===== config.mk =====
export PLATFORM = sky130hd
export DESIGN_NAME = gmii_rx_demux
export DESIGN_NICKNAME = d
export VERILOG_FILES = /design/src/rtl/gmii_pkg.sv /design/src/rtl/gmii_frame_counter.sv /design/src/rtl/gmii_rx_demux.sv
export SDC_FILE = /design/constraint.sdc
export NUM_CORES = 1
export LEC_CHECK = 0
export BUFFER_PORTS_ARGS = -buffer_cell sky130_fd_sc_hd__buf_2
export CORE_ASPECT_RATIO = 1.4
export CORE_UTILIZATION = 33
export DETAILED_ROUTE_END_ITERATION = 7
export PLACE_DENSITY_LB_ADDON = 0.12
export SYNTH_ARGS = -nofsm -noshare
export SYNTH_HDL_FRONTEND = slang
export SYNTH_SLANG_ARGS = --single-unit

===== constraint.sdc =====
create_clock -name gtx_clk -period 2 [get_ports gtx_clk]
set_input_delay 0.1 -clock gtx_clk [delete_from_list [all_inputs] [get_ports gtx_clk]]
set_output_delay 0.1 -clock gtx_clk [all_outputs]
set_load 0.02 [all_outputs]

===== src/rtl/gmii_pkg.sv =====
// Shared types and encodings for the GMII receive demultiplexer.
// Route vectors are {out1, out0}: bit 1 enables output 1, bit 0 enables output 0.
package gmii_pkg;

  typedef enum logic {
    ST_IDLE  = 1'b0,
    ST_FRAME = 1'b1
  } state_t;

  typedef struct packed {
    logic [7:0] rxd;
    logic       dv;
    logic       er;
  } gmii_t;

  localparam logic [1:0] SEL_OUT1 = 2'b00;
  localparam logic [1:0] SEL_OUT0 = 2'b01;
  localparam logic [1:0] SEL_BOTH = 2'b10;  // bit 1 set means tee, bit 0 is don't-care

  localparam logic [1:0] ROUTE_OUT0 = 2'b01;
  localparam logic [1:0] ROUTE_OUT1 = 2'b10;
  localparam logic [1:0] ROUTE_BOTH = 2'b11;

  localparam gmii_t GMII_IDLE = '{rxd: 8'h00, dv: 1'b0, er: 1'b0};

  function automatic logic [1:0] route_decode(input logic [1:0] sel);
    logic [1:0] r;
    if ((sel & SEL_BOTH) != 2'b00) r = ROUTE_BOTH;
    else if (sel == SEL_OUT0)      r = ROUTE_OUT0;
    else                           r = ROUTE_OUT1;
    return r;
  endfunction

endpackage


===== src/rtl/gmii_frame_counter.sv =====
// Wrapping event counter with asynchronous active-low reset.
module gmii_frame_counter #(
  parameter int C_CNT_WIDTH = 32
) (
  input  logic                   i_clk,
  input  logic                   i_rst_n,
  input  logic                   i_inc,
  output logic [C_CNT_WIDTH-1:0] o_cnt
);

  logic [C_CNT_WIDTH-1:0] r_cnt;

  always_ff @(posedge i_clk or negedge i_rst_n) begin
    if (!i_rst_n) r_cnt <= '0;
    else if (i_inc) r_cnt <= r_cnt + C_CNT_WIDTH'(1);
  end

  assign o_cnt = r_cnt;

endmodule


===== src/rtl/gmii_rx_demux.sv =====
// Frame-aware GMII RX steering to output 0, output 1 or both; the route only
// changes between frames. Per-output frame counters plus an errored-frame counter.
module gmii_rx_demux
  import gmii_pkg::*;
#(
  parameter int C_CNT_WIDTH = 32
) (
  input  logic                   gtx_clk,
  input  logic                   gtx_resetn,
  input  logic [1:0]             select,
  input  logic [7:0]             gmii_in_rxd,
  input  logic                   gmii_in_rx_dv,
  input  logic                   gmii_in_rx_er,
  output logic [7:0]             gmii_out_0_rxd,
  output logic                   gmii_out_0_rx_dv,
  output logic                   gmii_out_0_rx_er,
  output logic [7:0]             gmii_out_1_rxd,
  output logic                   gmii_out_1_rx_dv,
  output logic                   gmii_out_1_rx_er,
  output logic                   frame_active,
  output logic [1:0]             route,
  output logic [C_CNT_WIDTH-1:0] frame_cnt_0,
  output logic [C_CNT_WIDTH-1:0] frame_cnt_1,
  output logic [C_CNT_WIDTH-1:0] err_cnt
);

  state_t     r_state;
  logic [1:0] r_route;
  logic       r_err_seen;
  gmii_t      r_out0;
  gmii_t      r_out1;

  gmii_t      w_in;
  logic [1:0] w_dec;
  logic [1:0] w_route_now;
  logic       w_frame_end;

  assign w_in        = '{rxd: gmii_in_rxd, dv: gmii_in_rx_dv, er: gmii_in_rx_er};
  assign w_dec       = route_decode(select);
  // While idle the live select steers traffic; inside a frame the latched route does.
  assign w_route_now = (r_state == ST_IDLE) ? w_dec : r_route;
  assign w_frame_end = (r_state == ST_FRAME) && !gmii_in_rx_dv;

  always_ff @(posedge gtx_clk or negedge gtx_resetn) begin
    if (!gtx_resetn) begin
      r_state    <= ST_IDLE;
      r_route    <= ROUTE_OUT1;
      r_err_seen <= 1'b0;
      r_out0     <= GMII_IDLE;
      r_out1     <= GMII_IDLE;
    end else begin
      r_out0 <= w_route_now[0] ? w_in : GMII_IDLE;
      r_out1 <= w_route_now[1] ? w_in : GMII_IDLE;
      case (r_state)
        ST_IDLE: begin
          r_route    <= w_dec;
          r_err_seen <= gmii_in_rx_er;
          if (gmii_in_rx_dv) r_state <= ST_FRAME;
        end
        default: begin
          if (gmii_in_rx_dv) r_err_seen <= r_err_seen | gmii_in_rx_er;
          else               r_state    <= ST_IDLE;
        end
      endcase
    end
  end

  gmii_frame_counter #(.C_CNT_WIDTH(C_CNT_WIDTH)) u_cnt_0 (
    .i_clk   (gtx_clk),
    .i_rst_n (gtx_resetn),
    .i_inc   (w_frame_end && r_route[0]),
    .o_cnt   (frame_cnt_0)
  );

  gmii_frame_counter #(.C_CNT_WIDTH(C_CNT_WIDTH)) u_cnt_1 (
    .i_clk   (gtx_clk),
    .i_rst_n (gtx_resetn),
    .i_inc   (w_frame_end && r_route[1]),
    .o_cnt   (frame_cnt_1)
  );

  gmii_frame_counter #(.C_CNT_WIDTH(C_CNT_WIDTH)) u_cnt_err (
    .i_clk   (gtx_clk),
    .i_rst_n (gtx_resetn),
    .i_inc   (w_frame_end && r_err_seen),
    .o_cnt   (err_cnt)
  );

  assign gmii_out_0_rxd   = r_out0.rxd;
  assign gmii_out_0_rx_dv = r_out0.dv;
  assign gmii_out_0_rx_er = r_out0.er;
  assign gmii_out_1_rxd   = r_out1.rxd;
  assign gmii_out_1_rx_dv = r_out1.dv;
  assign gmii_out_1_rx_er = r_out1.er;
  assign frame_active     = (r_state == ST_FRAME);
  assign route            = r_route;

endmodule

==> impl_results.md <==
* Worst path required time at 2.33 ns
* Core area at 0.0156 mm2
* DRC at 0
* Initial antenna violation count at 0
* Final Hold Viols at 0
* Via density at 4.82
* GRT Resource Usage Total at 16.0%
* Setup WS post-layout at 0.232 ns
* Mean Syn Cell Area at 11.8 um2
* Final Max Tran Viols at 0
* Hold Path Sink: route[1]$_DFF_PN1_
* Setup slack at placement at 0.149 ns
* Critical path startpoint category: register
* # diodes at 0
* DIE AREA at 0.0165 mm2
* Vert. Die Dim at 151 um
* Largest fanout on the critical path at 8
* Worst EP arrival at 2.10 ns
* GRT overflow at 0
* Synth cell types at 37
* Clk slew on worst S/H paths at 0.05 ns
* Nets at 625
* Worst skew pair latency at 0.41 ns
* Layout cells sized above 1 at 29.2%
* R2R cell count at 4
* DR iter-0 viols at 97
* Worst Setup Path Type: reg2reg
* I/O pin count at 133
* R2R setup slack at 0.23 ns
* Hold depth at 3
* Setup violators final at 0
* Leakage power at 3.53 nW
* Gate Count Post-Synth at 447
* Port Buffer Count at 132
* Min Tclk post-route at 1.77 ns
* Maximum clock path buffer count at 2
* Cell Rows at 54
* Syn. warnings at 0
* Max Cap Violations at 0
* CTS Buf Count at 17
* Hold wc startpoint: select[0]
* Final setup TNS at 0 ns
* Clock sink count at 120
* Multi-input logic area at 0.00218 mm2
* Unrepaired setup endpoints after global routing: false
* Tcrit/Tclk final at 88.4%
* First-pass GRT wire length at 20200 um
* Post-synthesis sequential area ratio at 57.0%
* Total wire length at 12300 um
* P per Cell Area at 949 mW/mm2
* Seq. cell area at 0.00300 mm2
* Die W at 109 um
* Detail-routed net length per standard cell at 15.0 um
* Max Clk Rate at 0.566 GHz
* DRT Pass-1 Iters at 4
* Vias in the first global route at 3939
* Status: completed
* Starting Density at 33.8%
* Mapped Nets at 464
* Post-Route Skew at 0.00844 ns
* HP Class: in2reg
* Mapped Area at 0.00527 mm2
* Filler cell count at 1499
* Slew margin rel. at 44.9%
* H-Tree Depth at 4
* Async SR Flop Fraction at 100%
* CTS tree: built
* Tightest Pin Transition at 0.827 ns
* Most common cell after layout, fill and taps aside: buf_2
* Element type at the critical path end: register
* Reg2reg start: frame_active$_DFF_PN0_
* R2R Path End: u_cnt_1.o_cnt[28]$_DFFE_PN0P_
* Peak VDD IR at 0.000410 V
* Pin count of the biggest net entering global routing at 44
* Register bit total from synthesis at 120
* Clock Tree Root: clkbuf_16
* Gp weighted congestion at 0.743
* Number of synthesized flops with an enable pin at 0
* Area added between synthesis and finish at 30.5%
* Dominant synthesized flop cell: dfrtp_1
* Vias at 3932
* Most frequent cells in the layout: buf_2 (131), dfrtp_1 (119), xnor2_1 (66)
* DP Wirelength at 8540 um
* Final antenna-violating net count at 0
* Final Util at 44.0%
[cells in the mapped netlist, types with 3 or more instances]
library cell	count	area, um2
dfrtp_1	119	2980
xnor2_1	66	578
nand4_1	36	225
nand2_1	33	124
nand3_1	31	155
xor2_1	27	236
and3_1	17	106
and2_1	16	100
nor2_1	16	60.1
nor3_1	13	65.1
and4_1	10	87.6
nor2b_1	10	62.6
inv_1	7	26.3
nor4_1	6	37.5
buf_2	4	20.0
nand4b_1	4	35.0
buf_4	3	22.5
clkbuf_1	3	11.3
ha_1	3	37.5
nor4_4	3	63.8
[metrics by stage]
step | instance area, um2 | std cells | power [mW] | hold slack, ns
final | 6870 | 815 | 6.52 | 0.205
after global routing | 6870 | 815 | 6.86 | 0.221
after detailed placement | 6210 | 774 | 3.75 | 0.150
after CTS | 6860 | 815 | 6.65 | 0.181
after global placement | 6210 | 774 | 3.73 | 0.135
after floorplan | 5270 | 447 | 3.34 | -0.196
[registers in the layout, indices dropped and copies added (netlist names)]
name and cells:
gmii_out_1_rx_er 1, route 2, u_cnt_0.o_cnt 32, gmii_out_1_rx_dv 1
u_cnt_1.o_cnt 32, gmii_out_1_rxd 8, r_err_seen 1, gmii_out_0_rxd 8
gmii_out_0_rx_dv 1, u_cnt_err.o_cnt 32, frame_active 1, gmii_out_0_rx_er 1
[repair_timing]
| item | CTS | global route |
|---|---|---|
| endpoints found under the hold margin | 61 | 0 |
| setup endpoints to repair | 0 | 5 |
| setup buffers | 0 | 0 |
| resized for setup | 0 | 1 |
| hold buffers | 11 | 0 |
[layer usage]
layer  wire length, um  global-route usage [%]  part of all wire [%]
met4               197                    6.82                   1.6
met3               616                    4.96                   5.0
met5                 0                       0                     0
met1              5290                    19.3                    43
met2              6150                    26.3                    50
[worst max-delay path, stage by stage (launching register included)]
cell and delay [ns]:
dfrtp_1 0.51, and4b_1 0.43, nand4_1 0.29, nor3_1 0.28, xor2_1 0.18
[layout make-up]
| class | count | area share [%] |
|---|---|---|
| Sequential cell | 120 | 43.7 |
| Multi-Input combinational cell | 309 | 31.7 |
| Timing Repair Buffer | 153 | 12.7 |
| Clock buffer | 27 | 7.32 |
| Tap cell | 196 | 3.57 |
| Clock inverter | 3 | 0.583 |
| Inverter | 7 | 0.382 |
[cell families (layout without fill, tap and decap cells)]
family / count (synthesis) / count (layout) / synth area share (%)
mux: 2 / 2 / 0.428
flops: 120 / 120 / 57.0
buf+inv: 18 / 190 / 1.73
fa+ha+maj: 3 / 3 / 0.713
xor+xnor: 93 / 93 / 15.5
compound gates: 3 / 3 / 0.356
simple gates: 208 / 208 / 24.3
[power breakdown]
part / leakage (nW) / internal, mW / switching (mW)
clock: 0.267 / 1.82 / 1.00
combinational: 1.65 / 0.324 / 0.520
sequential: 1.61 / 2.62 / 0.241
[worst max path at each step]
| stage | start | to | slack, ns | cells after the start |
|---|---|---|---|---|
| after CTS | u_cnt_1.o_cnt[8]$_DFFE_PN0P_ | u_cnt_1.o_cnt[31]$_DFFE_PN0P_ | 0.12 | 4 |
| final | frame_active$_DFF_PN0_ | u_cnt_1.o_cnt[28]$_DFFE_PN0P_ | 0.23 | 4 |
| after floorplan | u_cnt_err.o_cnt[0]$_DFFE_PN0P_ | u_cnt_err.o_cnt[20]$_DFFE_PN0P_ | 0.25 | 5 |
| after global routing | frame_active$_DFF_PN0_ | u_cnt_1.o_cnt[26]$_DFFE_PN0P_ | 0.02 | 4 |
| after global placement | u_cnt_1.o_cnt[8]$_DFFE_PN0P_ | u_cnt_1.o_cnt[31]$_DFFE_PN0P_ | 0.24 | 4 |
| after detailed placement | u_cnt_1.o_cnt[8]$_DFFE_PN0P_ | u_cnt_1.o_cnt[21]$_DFFE_PN0P_ | 0.15 | 4 |
Note: power is estimated with default switching activity, not from simulation.
